<file path="config.mk">
export PLATFORM = sky130hd
export DESIGN_NAME = spi_access_scheduler
export DESIGN_NICKNAME = d
export VERILOG_FILES = /design/src/rtl/spi_access_scheduler_pkg.sv /design/src/rtl/spi_access_scheduler_poll_seq.sv /design/src/rtl/spi_access_scheduler.sv
export SDC_FILE = /design/constraint.sdc
export NUM_CORES = 1
export LEC_CHECK = 0
export BUFFER_PORTS_ARGS = -buffer_cell sky130_fd_sc_hd__buf_2
export CAP_MARGIN = 20
export CORE_MARGIN = 5
export CORE_UTILIZATION = 59
export CTS_CLUSTER_SIZE = 8
export DETAILED_ROUTE_END_ITERATION = 12
export PLACE_DENSITY = 0.95
export SLEW_MARGIN = 15
export SYNTH_ARGS = -nofsm -noshare
export SYNTH_HDL_FRONTEND = slang
export SYNTH_SLANG_ARGS = --single-unit
</file>
<file path="constraint.sdc">
create_clock -name FSM_Clk -period 4.6 [get_ports FSM_Clk]
set_clock_uncertainty 0.2 [all_clocks]
set_input_delay 0.23 -clock FSM_Clk [delete_from_list [all_inputs] [get_ports FSM_Clk]]
set_output_delay 0.23 -clock FSM_Clk [all_outputs]
set_load 0.03 [all_outputs]
</file>
<file path="src/rtl/spi_access_scheduler_pkg.sv">
// Shared definitions for the SPI access scheduler: FSM state encoding,
// grant identifiers, R/W encoding, result constants and the poll address helper.
package spi_access_scheduler_pkg;

  typedef enum logic [2:0] {
    ST_HOLDOFF  = 3'd0,
    ST_IDLE     = 3'd1,
    ST_ISSUE    = 3'd2,
    ST_WAIT     = 3'd3,
    ST_COMPLETE = 3'd4
  } sched_state_t;

  localparam logic GRANT_HOST = 1'b0;
  localparam logic GRANT_POLL = 1'b1;

  localparam logic RW_READ  = 1'b0;
  localparam logic RW_WRITE = 1'b1;

  // Value reported when the engine never answers.
  localparam logic [7:0] ABORT_DATA = 8'hFF;
  // Value reported back to the host for a completed write.
  localparam logic [7:0] WRITE_RDATA = 8'h00;

  // Polled register address: base plus index, wrapping modulo 128.
  function automatic logic [6:0] poll_addr_of(input logic [6:0] base, input logic [3:0] idx);
    return base + {3'b000, idx};
  endfunction

endpackage

</file>
<file path="src/rtl/spi_access_scheduler_poll_seq.sv">
// spi_poll_seq: auto-poll request generator for the SPI access scheduler.
// Holds the free-running interval counter, the poll index, the pending
// request flag and the sticky overrun flag. Only instantiated when
// SPI_SCHED_POLL_EN is defined.
module spi_poll_seq
  import spi_access_scheduler_pkg::*;
#(
  parameter logic [6:0] POLL_BASE     = 7'h00,
  parameter int         POLL_COUNT    = 4,
  parameter int         POLL_INTERVAL = 50000
) (
  input  logic       clk,
  input  logic       reset,
  input  logic       poll_done,
  output logic       poll_req,
  output logic [6:0] poll_addr,
  output logic       overrun
);

  localparam int IW = (POLL_INTERVAL > 2) ? $clog2(POLL_INTERVAL) : 1;
  localparam logic [IW-1:0] IVL_LAST = IW'(POLL_INTERVAL - 1);
  localparam logic [3:0]    IDX_LAST = 4'(POLL_COUNT - 1);

  logic [IW-1:0] ivl_cnt;
  logic [3:0]    idx;
  logic          pend;
  logic          expire;

  // The expiring cycle already counts as a request so a same-cycle host
  // start sees a genuine tie in IDLE.
  assign expire    = (ivl_cnt == IVL_LAST);
  assign poll_req  = pend | expire;
  assign poll_addr = poll_addr_of(POLL_BASE, idx);

  // Interval counter, pending flag, overrun flag and index advance.
  always_ff @(posedge clk) begin
    if (reset) begin
      ivl_cnt <= '0;
      idx     <= 4'd0;
      pend    <= 1'b0;
      overrun <= 1'b0;
    end else begin
      if (expire) begin
        ivl_cnt <= '0;
      end else begin
        ivl_cnt <= ivl_cnt + IW'(1);
      end
      pend <= (pend & ~poll_done) | expire;
      if (expire && pend && !poll_done) begin
        overrun <= 1'b1;
      end
      if (poll_done) begin
        if (idx == IDX_LAST) begin
          idx <= 4'd0;
        end else begin
          idx <= idx + 4'd1;
        end
      end
    end
  end

endmodule

</file>
<file path="src/rtl/spi_access_scheduler.sv">
// spi_access_scheduler: arbitrates host and auto-poll register requests onto
// the bit-banged SPI engine, waits for the engine's done pulse with a timeout
// and returns read data to the granted requester.
// Optional feature macro: SPI_SCHED_POLL_EN (auto-poll sequencer present).
module spi_access_scheduler
  import spi_access_scheduler_pkg::*;
#(
  parameter int         TIMEOUT_CYCLES = 255,
  parameter int         HOLDOFF_CYCLES = 64,
  parameter logic [6:0] POLL_BASE      = 7'h00,
  parameter int         POLL_COUNT     = 4,
  parameter int         POLL_INTERVAL  = 50000
) (
  input  logic       FSM_Clk,
  input  logic       Reset,
  input  logic       Host_Start,
  input  logic       Host_R_W,
  input  logic [6:0] Host_Addr,
  input  logic [7:0] Host_WData,
  output logic       Host_Busy,
  output logic       Host_Done,
  output logic [7:0] Host_RData,
  output logic       Poll_Valid,
  output logic [6:0] Poll_Addr,
  output logic [7:0] Poll_Data,
  output logic       ENG_Trigger,
  output logic       ENG_R_W,
  output logic [6:0] ENG_Addr,
  output logic [7:0] ENG_WData,
  input  logic [7:0] ENG_RData,
  input  logic       ENG_Done,
  output logic       Timeout_Err,
  output logic       Timeout_Flag,
  output logic       Poll_Overrun
);

  if (POLL_COUNT < 1 || POLL_COUNT > 16 || POLL_INTERVAL < 2 ||
      TIMEOUT_CYCLES < 1 || HOLDOFF_CYCLES < 1) begin : g_bad_cfg
    $error("spi_access_scheduler: unsupported parameter set");
  end

  localparam logic [15:0] HOLD_LAST = 16'(HOLDOFF_CYCLES - 1);
  localparam logic [15:0] WAIT_LAST = 16'(TIMEOUT_CYCLES - 1);

  sched_state_t state;
  logic [15:0]  hold_cnt;
  logic [15:0]  wait_cnt;
  logic         grant;

  // Latched host request; host_pend doubles as the busy indication.
  logic         host_pend;
  logic         h_rw;
  logic [6:0]   h_addr;
  logic [7:0]   h_wdata;

  logic         host_acc_s;
  logic         host_req_s;
  logic         host_rw_s;
  logic [6:0]   host_addr_s;
  logic [7:0]   host_wdata_s;
  logic [7:0]   result_s;

  assign Host_Busy    = host_pend;
  assign host_acc_s   = Host_Start & ~host_pend;
  assign host_req_s   = host_pend | host_acc_s;
  // A request arriving in IDLE is served the same cycle from the live inputs.
  assign host_rw_s    = host_pend ? h_rw    : Host_R_W;
  assign host_addr_s  = host_pend ? h_addr  : Host_Addr;
  assign host_wdata_s = host_pend ? h_wdata : Host_WData;

`ifdef SPI_SCHED_POLL_EN
  logic       last_grant;
  logic       poll_req_s;
  logic [6:0] poll_addr_s;
  logic       poll_done_s;
  logic       pick_poll_s;

  assign poll_done_s = (state == ST_COMPLETE) && (grant == GRANT_POLL);

  spi_poll_seq #(
    .POLL_BASE     (POLL_BASE),
    .POLL_COUNT    (POLL_COUNT),
    .POLL_INTERVAL (POLL_INTERVAL)
  ) u_poll_seq (
    .clk       (FSM_Clk),
    .reset     (Reset),
    .poll_done (poll_done_s),
    .poll_req  (poll_req_s),
    .poll_addr (poll_addr_s),
    .overrun   (Poll_Overrun)
  );

  // Arbitration: a lone requester wins; on a tie the one not granted last wins.
  always_comb begin
    pick_poll_s = 1'b0;
    if (poll_req_s && host_req_s) begin
      pick_poll_s = (last_grant == GRANT_HOST);
    end else if (poll_req_s) begin
      pick_poll_s = 1'b1;
    end else begin
      pick_poll_s = 1'b0;
    end
  end
`else
  assign Poll_Valid   = 1'b0;
  assign Poll_Overrun = 1'b0;
  assign Poll_Addr    = POLL_BASE;
  assign Poll_Data    = 8'h00;
`endif

  // Result of the WAIT state: engine data, write acknowledge or abort value.
  always_comb begin
    result_s = ABORT_DATA;
    if (ENG_Done) begin
      if (ENG_R_W == RW_WRITE) begin
        result_s = WRITE_RDATA;
      end else begin
        result_s = ENG_RData;
      end
    end else begin
      result_s = ABORT_DATA;
    end
  end

  // Main sequencing FSM with all registered outputs.
  always_ff @(posedge FSM_Clk) begin
    if (Reset) begin
      state        <= ST_HOLDOFF;
      hold_cnt     <= 16'd0;
      wait_cnt     <= 16'd0;
      grant        <= GRANT_HOST;
      host_pend    <= 1'b0;
      h_rw         <= RW_READ;
      h_addr       <= 7'h00;
      h_wdata      <= 8'h00;
      Host_Done    <= 1'b0;
      Host_RData   <= 8'h00;
      ENG_Trigger  <= 1'b0;
      ENG_R_W      <= RW_READ;
      ENG_Addr     <= 7'h00;
      ENG_WData    <= 8'h00;
      Timeout_Err  <= 1'b0;
      Timeout_Flag <= 1'b0;
`ifdef SPI_SCHED_POLL_EN
      last_grant   <= GRANT_POLL;
      Poll_Valid   <= 1'b0;
      Poll_Addr    <= POLL_BASE;
      Poll_Data    <= 8'h00;
`endif
    end else begin
      Host_Done   <= 1'b0;
      ENG_Trigger <= 1'b0;
      Timeout_Err <= 1'b0;
`ifdef SPI_SCHED_POLL_EN
      Poll_Valid  <= 1'b0;
`endif
      if (host_acc_s) begin
        host_pend <= 1'b1;
        h_rw      <= Host_R_W;
        h_addr    <= Host_Addr;
        h_wdata   <= Host_WData;
      end

      case (state)
        ST_HOLDOFF: begin
          // Lets an engine transaction cut off by reset run to completion.
          if (hold_cnt == HOLD_LAST) begin
            state <= ST_IDLE;
          end else begin
            hold_cnt <= hold_cnt + 16'd1;
          end
        end
        ST_IDLE: begin
`ifdef SPI_SCHED_POLL_EN
          if (pick_poll_s) begin
            grant       <= GRANT_POLL;
            ENG_R_W     <= RW_READ;
            ENG_Addr    <= poll_addr_s;
            ENG_WData   <= 8'h00;
            ENG_Trigger <= 1'b1;
            state       <= ST_ISSUE;
          end else
`endif
          if (host_req_s) begin
            grant       <= GRANT_HOST;
            ENG_R_W     <= host_rw_s;
            ENG_Addr    <= host_addr_s;
            ENG_WData   <= host_wdata_s;
            ENG_Trigger <= 1'b1;
            state       <= ST_ISSUE;
          end else begin
            state <= ST_IDLE;
          end
        end
        ST_ISSUE: begin
          wait_cnt <= 16'd0;
          state    <= ST_WAIT;
        end
        ST_WAIT: begin
          if (ENG_Done || (wait_cnt == WAIT_LAST)) begin
            state <= ST_COMPLETE;
            if (!ENG_Done) begin
              Timeout_Err  <= 1'b1;
              Timeout_Flag <= 1'b1;
            end
            if (grant == GRANT_HOST) begin
              Host_Done  <= 1'b1;
              Host_RData <= result_s;
            end
`ifdef SPI_SCHED_POLL_EN
            else begin
              Poll_Valid <= 1'b1;
              Poll_Addr  <= ENG_Addr;
              Poll_Data  <= result_s;
            end
`endif
          end else begin
            wait_cnt <= wait_cnt + 16'd1;
          end
        end
        ST_COMPLETE: begin
          if (grant == GRANT_HOST) begin
            host_pend <= 1'b0;
          end
`ifdef SPI_SCHED_POLL_EN
          last_grant <= grant;
`endif
          state <= ST_IDLE;
        end
        default: begin
          state <= ST_HOLDOFF;
        end
      endcase
    end
  end

endmodule

</file>
==> results of run 1 <==
## worst paths after layout
path                   start      endpoint  slack (ps)
setup / recovery    state[0]  ENG_WData[7]        1930
hold / removal    Host_Start     Host_Busy          60
setup reg to reg    state[0]  ENG_WData[7]        1930
hold reg to reg    h_addr[2]     h_addr[2]         270
## cells in the mapped netlist (3+ instances only)
master / number / share of area
nand2_1: 39 / 0.040
o21ai_0: 3 / 0.0041
dfxtp_1: 80 / 0.43
ha_1: 3 / 0.010
nor4_1: 3 / 0.0051
a21oi_1: 25 / 0.034
mux2i_1: 17 / 0.046
or3_1: 6 / 0.010
inv_1: 7 / 0.0071
nand2b_1: 10 / 0.017
buf_4: 17 / 0.034
buf_2: 6 / 0.0081
and3_1: 11 / 0.019
a221o_1: 4 / 0.011
xnor2_1: 9 / 0.021
a31oi_1: 3 / 0.0051
nand3_1: 10 / 0.014
xor2_1: 10 / 0.024
nand4_1: 14 / 0.024
nor3_1: 9 / 0.012
nor2_1: 61 / 0.062
clkbuf_1: 17 / 0.017
nand3b_1: 3 / 0.0061
and4_1: 3 / 0.0071
o211ai_1: 3 / 0.0061
a211oi_1: 25 / 0.051
## where the power goes
group | internal [µW] | leakage (µW) | switching [µW]
logic | 44.2 | 0.000989 | 73.9
registers | 703 | 0.000647 | 7.81
clock network | 261 | 0.000103 | 289
## layout make-up
cell class | count | area (µm²)
fillers | 397 | 1630
repair buffers | 84 | 553
clock buffers | 9 | 124
multi-input cells | 315 | 1910
clock inverters | 7 | 83.8
inverters | 7 | 26.3
flip-flops and latches | 80 | 1600
well taps | 75 | 93.8
## through the flow
stage,total power [µW],cell area [µm²],utilization,instances
floorplan,806,3760,-,443
global placement,816,3920,0.651,535
detailed placement,820,3920,0.651,535
CTS,1360,4380,0.727,576
global route,1420,4390,0.729,577
finish,1380,4390,0.729,577
## state kept, by name (all words and copies together) (netlist names), 3 cells and up
| register | cells |
|---|---|
| ENG_Addr | 7 |
| hold_cnt | 16 |
| ENG_WData | 8 |
| h_wdata | 8 |
| h_addr | 7 |
| state | 3 |
| Host_RData | 8 |
| wait_cnt | 16 |
## kinds of logic after synthesis
| kind of cell | Yosys count | synth area share |
|---|---|---|
| other | 1 | 0.00101 |
| DFF | 80 | 0.432 |
| xor gates and xnor gates | 19 | 0.0449 |
| and+or+nand+nor | 185 | 0.256 |
| muxes | 17 | 0.0459 |
| buffers and inverters | 48 | 0.0699 |
| adders and majority gates | 3 | 0.0101 |
| AOI/OAI and AO/OA | 74 | 0.140 |
## critical path, delay by kind of cell (launching register included)
| family | cells | cell delay [ps] |
|---|---|---|
| AO/OA/AOI/OAI | 1 | 440 |
| AND/OR/NAND/NOR | 3 | 1190 |
| buffers and inverters | 1 | 150 |
| flip-flops | 1 | 560 |
## layer usage
layer	share of wire	vias up
li1	-	1616
met1	0.38	1627
met2	0.52	149
met3	0.067	31
met4	0.034	0
met5	0	-
==> flow_metrics.py, run 1 <==
metrics = {
    "outcome": {
        "status": "finished, final reports clean",
    },
    "worst_setup_path": {
        "cp_cell_sequence": "inv_1, or3_1, nor2_4, nor2_1, a211oi_1",
        "critPathArrivalTime_ps": 2710,
        "crit_type": "flop to flop",
        "ff2ff_path_depth": 5,
        "cp_slowest_cell": "dfxtp_1",
        "worst_setup_path_end_kind": "flop",
        "crit_required_ps": 4640,
        "slowest_delay_ps": 560,
        "cp_max_fo": 32,
        "startpoint_type": "flop",
    },
    "sta": {
        "rsz0062_at_grt": "false",
        "fmax_ghz": 0.375,
        "hold_viol": 0,
        "hold_slack_ps": 59.7,
        "period_share": 0.580,
        "worstMarginPinSlew_ps": 746,
        "finalMaxSlewViolations": 0,
        "setup_ws_ps": 1930,
        "layout_min_cycle_time_ps": 2670,
        "tns_ps": 0,
        "finalSetupViolations": 0,
        "slew_headroom": 0.503,
    },
    "clock_tree": {
        "htree_num_levels": 3,
        "clk_latency_ps": 380,
        "cts_tree": "yes",
        "cts_resized": 0,
        "cts_sinks": 80,
        "cts_root_buf": "clkbuf_8",
        "cts.hold.buffers_added": 25,
        "cts_max_path_buffers": 2,
        "post_cts_buffers": 0,
        "cts_inserted_buffers": 9,
        "clk_pin_slew_worst_paths_ps": 100,
    },
    "place": {
        "portBuffers": 56,
        "pre_cts_ws_ps": 1990,
        "dp_hpwl_mm": 5.62,
        "gp_congestion": 0.880,
    },
    "logic_synthesis": {
        "synth_warnings": 0,
        "avgSynthCellArea_um2": 8.67,
        "async_flop_share": 0,
        "ys_ff_latch": 80,
        "syn_inst": 427,
        "yosysUniqueCellTypes": 48,
        "synth_edf_count": 0,
        "synth-main-ff-cell": "dfxtp_1",
        "seq_area_frac_synth": 0.432,
        "syn_area_um2": 3700,
    },
    "detailed_routing": {
        "wire_per_inst_um": 16.9,
        "firstDrtPassIters": 7,
        "wl_mm": 9.73,
        "ant_nets": 0,
        "dr_total_vias": 3423,
        "drc": 0,
        "drtIter0Drc": 294,
        "drt-vias-per-instance": 5.93,
    },
    "grt": {
        "grt_max_degree": 73,
        "grt_antenna_before_repair": 0,
        "overflow": 0,
        "met2_usage": 0.455,
        "grtUsageMet1": 0.264,
        "grt_busiest_layer": "met2",
        "groute.usage.overall": 0.244,
        "first_global_vias": 3179,
        "grtUsageMet3": 0.0608,
        "grt_pass1_wl_mm": 14.9,
    },
    "min_path": {
        "hp-class": "primary input to flop",
        "min_path_cells": 3,
    },
    "final_layout": {
        "num_antenna_cells": 0,
        "syn2layout_area_growth_pct": 18.6,
        "final_common_cell": "dfxtp_1",
        "final_cell_mix": "dfxtp_1 (80), nor2_1 (60), buf_2 (56)",
        "fin_nets": 528,
        "drive_gt1_frac": 0.175,
    },
    "floorplanning": {
        "dieArea_um2": 7960,
        "start_util": 0.615,
        "die_y_um": 89.2,
        "row_count": 28,
        "die_w_um": 89.2,
        "io-pin-count": 74,
        "core-area_um2": 6030,
    },
    "power_and_ir_drop": {
        "leakagePower_uw": 0.00174,
        "ir_drop_uv": 252,
        "cellPowerDensity_nw_per_um2": 314,
    },
    "job": {
        "maxCapViolCount": 0,
    },
}
Power figures use the tool's default switching activity.
==> run 2: changes to the inputs <==
- CORE_UTILIZATION: 59 -> 55
- PLACE_DENSITY: 0.95 -> 0.91
- clock period: 4.6 -> 2.8 ns (I/O delays scaled with it)
==> run 2 against run 1 <==
  * Core utilization shrank 6.4 points
  * Critical path type unchanged
  * Maximum frequency up 8.1%
  * Sequential power is 65% higher
==> flow_metrics.py, run 2 (synthesis gave the netlist of run 1 again) <==
metrics = {
    "outcome": {
        "status": "finished, final reports clean",
    },
    "sta": {
        "layout_min_cycle_time_ps": 2470,
        "worstMarginPinSlew_ps": 774,
        "period_share": 0.881,
        "slew_headroom": 0.479,
        "hold_viol": 0,
        "rsz0062_at_grt": "false",
        "finalMaxSlewViolations": 0,
        "fmax_ghz": 0.405,
        "tns_ps": 0,
        "finalSetupViolations": 0,
    },
    "power_and_ir_drop": {
        "seqPwrFrac": 0.506,
        "cellPowerDensity_nw_per_um2": 518,
        "ir_drop_uv": 378,
        "p_switching_uw": 553,
        "p_int_uw": 1750,
        "leakagePower_uw": 0.00177,
        "clkPwrFrac": 0.410,
        "swShare": 0.240,
        "comb_power_share": 0.084,
    },
    "grt": {
        "first_global_vias": 3263,
        "groute.usage.overall": 0.216,
        "grt_pass1_wl_mm": 14.9,
        "overflow": 0,
        "grt_antenna_before_repair": 0,
        "grt_max_degree": 40,
    },
    "final_layout": {
        "num_antenna_cells": 0,
        "top_regs": "hold_cnt (16), wait_cnt (16)",
        "drive_gt1_frac": 0.180,
        "syn2layout_area_growth_pct": 20.0,
        "final_cell_mix": "dfxtp_1 (80), nor2_1 (60), buf_2 (56)",
        "fin_nets": 533,
        "instances_no_fill": 586,
        "final_common_cell": "dfxtp_1",
    },
    "worst_setup_path": {
        "startpoint_type": "flop",
        "crit_type": "flop to flop",
        "ff2ff_path_depth": 6,
        "worst_setup_path_end_kind": "flop",
        "crit_required_ps": 2860,
        "worstReg2RegStart": "wait_cnt[1]",
        "critPathArrivalTime_ps": 2530,
        "cp-startpoint": "wait_cnt[1]",
        "cp_max_fo": 11,
    },
    "place": {
        "portBuffers": 56,
        "dp_hpwl_mm": 5.71,
        "dp_cells": 545,
        "gp_congestion": 0.857,
    },
    "job": {
        "maxCapViolCount": 0,
    },
    "clock_tree": {
        "cts_max_path_buffers": 2,
        "cts_sinks": 80,
        "clk_pin_slew_worst_paths_ps": 80,
        "cts_inserted_buffers": 9,
        "clk_latency_ps": 360,
        "cts_resized": 0,
        "cts_tree": "yes",
        "htree_num_levels": 3,
        "cts_root_buf": "clkbuf_8",
    },
    "floorplanning": {
        "dieArea_um2": 8480,
        "die_y_um": 92.1,
        "io-pin-count": 74,
        "core-area_um2": 6680,
        "die_w_um": 92.1,
        "row_count": 30,
        "start_util": 0.554,
    },
    "min_path": {
        "min_from": "Reset",
        "min_path_cells": 2,
        "hp-class": "primary input to flop",
    },
    "detailed_routing": {
        "drc": 0,
        "wl_mm": 9.22,
        "ant_nets": 0,
        "wire_per_inst_um": 15.7,
        "drt-vias-per-instance": 5.80,
        "dr_total_vias": 3400,
        "firstDrtPassIters": 4,
        "drtIter0Drc": 199,
    },
}
==> run 2: cell count changes in the layout (fill, tap and decap cells not counted), sizes merged <==
cell,before,now
buf,59,63
clkbuf,9,10
clkinv,1,2
inv,11,7
dlygate4sd3,25,26
bufinv,1,2
==> run 2: per-stage QoR <==
| stage | instance area (µm²) | worst slack, ps | hold slack [ps] | total power, µW | utilization |
|---|---|---|---|---|---|
| finish | 4450 | 333 | 121 | 2300 | 0.665 |
| global route | 4450 | 226 | 145 | 2370 | 0.665 |
| CTS | 4450 | 356 | 113 | 2300 | 0.665 |
| detailed placement | 3970 | 374 | 201 | 1350 | 0.594 |
| global placement | 3970 | 496 | 193 | 1340 | 0.594 |
| floorplan | 3760 | 652 | 76.0 | 1320 | - |
==> run 2: power by group through the flow <==
stage / clock, µW / combinational [µW] / sequential [µW]
after global routing: 998 / 208 / 1170
after global placement: 0 / 153 / 1190
after CTS: 944 / 188 / 1170
final: 944 / 193 / 1170
after floorplan: 0 / 133 / 1190
after detailed placement: 0 / 159 / 1190
==> run 2: layout make-up <==
cell class	count	area (µm²)
Inverter	7	26.3
Sequential cell	80	1600
Timing Repair Buffer	89	593
Multi-Input combinational cell	315	1910
Clock buffer	10	138
Tap cell	80	100
Clock inverter	5	81.3
Fill cell	483	2240
==> run 2: layer usage <==
metal | vias to the layer above | global-route usage | wire length (µm)
met4 | 0 | 0.126 | 405
met3 | 40 | 0.0566 | 579
met1 | 1586 | 0.231 | 3650
met2 | 155 | 0.382 | 4590
li1 | 1619 | - | -
met5 | - | 0 | 0
==> run 2: critical path: stages (launching register included) <==
cell	delay, ps
dfxtp_1	430
ha_1	170
or4b_4	500
o41a_1	520
nor2_4	260
nor2_1	60
a211oi_1	230
==> run 2: repair_timing <==
action	4_1_cts	5_1_grt
hold buffers	26	0
endpoints found under the hold margin	42	0
buffers inserted	0	0
==> run 2: worst paths after layout <==
kind / to / slack, ps
setup / recovery: Host_RData[5] / 330
hold / removal: hold_cnt[15] / 120
setup reg to reg: Host_RData[5] / 330
hold reg to reg: h_addr[2] / 260
==> run 3: changes to the inputs <==
- MAX_ROUTING_LAYER: unset -> met4
- TNS_END_PERCENT: unset -> 1
==> run 3 against run 2 <==
  * Total power hardly changed
  * Register-to-register slack about the same
  * Wire length shrank 0.50%
  * Cell count unchanged
  * Core utilization is the same
  * Highest routed layer unchanged
==> flow_metrics.py, run 3 (synthesis gave the netlist of run 1 again) <==
metrics = {
    "final_layout": {
        "ff_latch_area_um2": 1600,
        "final_cell_mix": "dfxtp_1 (80), nor2_1 (60), buf_2 (56)",
        "final_common_cell": "dfxtp_1",
        "num_antenna_cells": 0,
        "drive_gt1_frac": 0.180,
        "instances_no_fill": 586,
        "fin_nets": 533,
        "syn2layout_area_growth_pct": 20.0,
        "nFillCells": 483,
        "multiInputGateArea_um2": 1910,
        "top_regs": "hold_cnt (16), wait_cnt (16)",
    },
    "place": {
        "gp_congestion": 0.871,
        "portBuffers": 56,
        "dp_hpwl_mm": 5.71,
        "dp_cells": 545,
    },
    "worst_setup_path": {
        "crit_required_ps": 2870,
        "cp_slowest_cell": "o41a_1",
        "crit_type": "flop to flop",
        "startpoint_type": "flop",
        "crit_buf_inv": 0,
        "cp_max_fo": 11,
        "critPathArrivalTime_ps": 2520,
        "cp_cell_sequence": "ha_1, or4b_4, o41a_1, nor2_4, nor2_1, a211oi_1",
        "slowest_delay_ps": 520,
        "worst_setup_path_end_kind": "flop",
        "critPathTopFamily": "simple AND/OR/NAND/NOR gates",
    },
    "detailed_routing": {
        "firstDrtPassIters": 4,
        "drtIter0Drc": 233,
        "wire_per_inst_um": 15.7,
        "dr_total_vias": 3376,
        "drt-vias-per-instance": 5.76,
        "drc": 0,
        "ant_nets": 0,
        "wl_mm": 9.18,
    },
    "power_and_ir_drop": {
        "p_total_uw": 2300,
        "leakagePower_uw": 0.00177,
        "cellPowerDensity_nw_per_um2": 518,
        "ir_drop_uv": 378,
    },
    "sta": {
        "worstMarginPinSlew_ps": 775,
        "finalSetupViolations": 0,
        "rsz0062_at_grt": "false",
        "fmax_ghz": 0.407,
        "slew_headroom": 0.479,
        "layout_min_cycle_time_ps": 2460,
        "period_share": 0.877,
        "finalMaxSlewViolations": 0,
        "hold_viol": 0,
        "tns_ps": 0,
    },
    "floorplanning": {
        "start_util": 0.554,
        "row_count": 30,
        "io-pin-count": 74,
        "core-area_um2": 6680,
        "die_w_um": 92.1,
        "die_y_um": 92.1,
        "dieArea_um2": 8480,
    },
    "grt": {
        "grt_pass1_wl_mm": 14.9,
        "grt_antenna_before_repair": 0,
        "grtUsageMet1": 0.230,
        "grt_max_degree": 40,
        "first_global_vias": 3260,
        "grtUsageMet3": 0.0640,
        "grt_busiest_layer": "met2",
        "groute.usage.overall": 0.224,
        "overflow": 0,
        "met2_usage": 0.384,
    },
    "clock_tree": {
        "cts_sinks": 80,
        "cts_tree": "yes",
        "cts_inserted_buffers": 9,
        "cts_root_buf": "clkbuf_8",
        "clk_pin_slew_worst_paths_ps": 80,
        "clk_latency_ps": 360,
        "post_cts_buffers": 0,
        "htree_num_levels": 3,
        "cts_max_path_buffers": 2,
    },
    "outcome": {
        "status": "finished, final reports clean",
    },
    "min_path": {
        "hp-class": "primary input to flop",
    },
    "job": {
        "maxCapViolCount": 0,
    },
}
-- run 3: cell counts in the layout (fill, tap and decap cells not counted) --
Identical to the previous run, type by type.
-- run 3: metal layers --
layer  vias up  share of wire
met5         -              0
met4         0          0.039
met3        33          0.057
met2       137           0.50
met1      1583           0.40
li1       1623              -
-- run 3: worst paths after layout --
path                     from       endpoint  slack [ps]  cells past startpoint
setup / recovery  wait_cnt[1]  Host_RData[5]         340                      6
hold / removal          Reset   hold_cnt[15]         120                      2
setup reg to reg  wait_cnt[1]  Host_RData[5]         340                      6
hold reg to reg     h_addr[2]      h_addr[2]         260                      2
-- run 3: per-stage QoR --
stage	area, µm²	hold WS, ps	utilization	setup WS [ps]
final	4450	121	0.665	343
after global routing	4450	139	0.665	226
after CTS	4450	113	0.665	356
after detailed placement	3970	201	0.594	374
after global placement	3970	193	0.594	496
after floorplan	3760	76.0	-	652
-- run 3: cell type report --
class	instances	area share
inverter	7	0.00591
clock buffer	10	0.0310
tap	80	0.0225
multi-input combinational	315	0.429
clock inverter	5	0.0183
timing repair buffer	89	0.133
sequential	80	0.360
-- run 3: where the power goes --
group          total, µW  switching, µW  internal, µW
Clock                942            421           521
Combinational        193            119          74.1
Sequential          1170           11.7          1150
Total               2300            552          1750
-- run 3: worst register-to-register path, stage by stage, from the launching register on --
cell      delay, ps
dfxtp_1         430
ha_1            170
or4b_4          490
o41a_1          520
nor2_4          260
nor2_1           60
a211oi_1        230
-- run 3: repair_timing --
item | in CTS | in global routing
hold endpoints to repair | 42 | 0
resized for setup | 0 | 0
hold buffers | 26 | 0
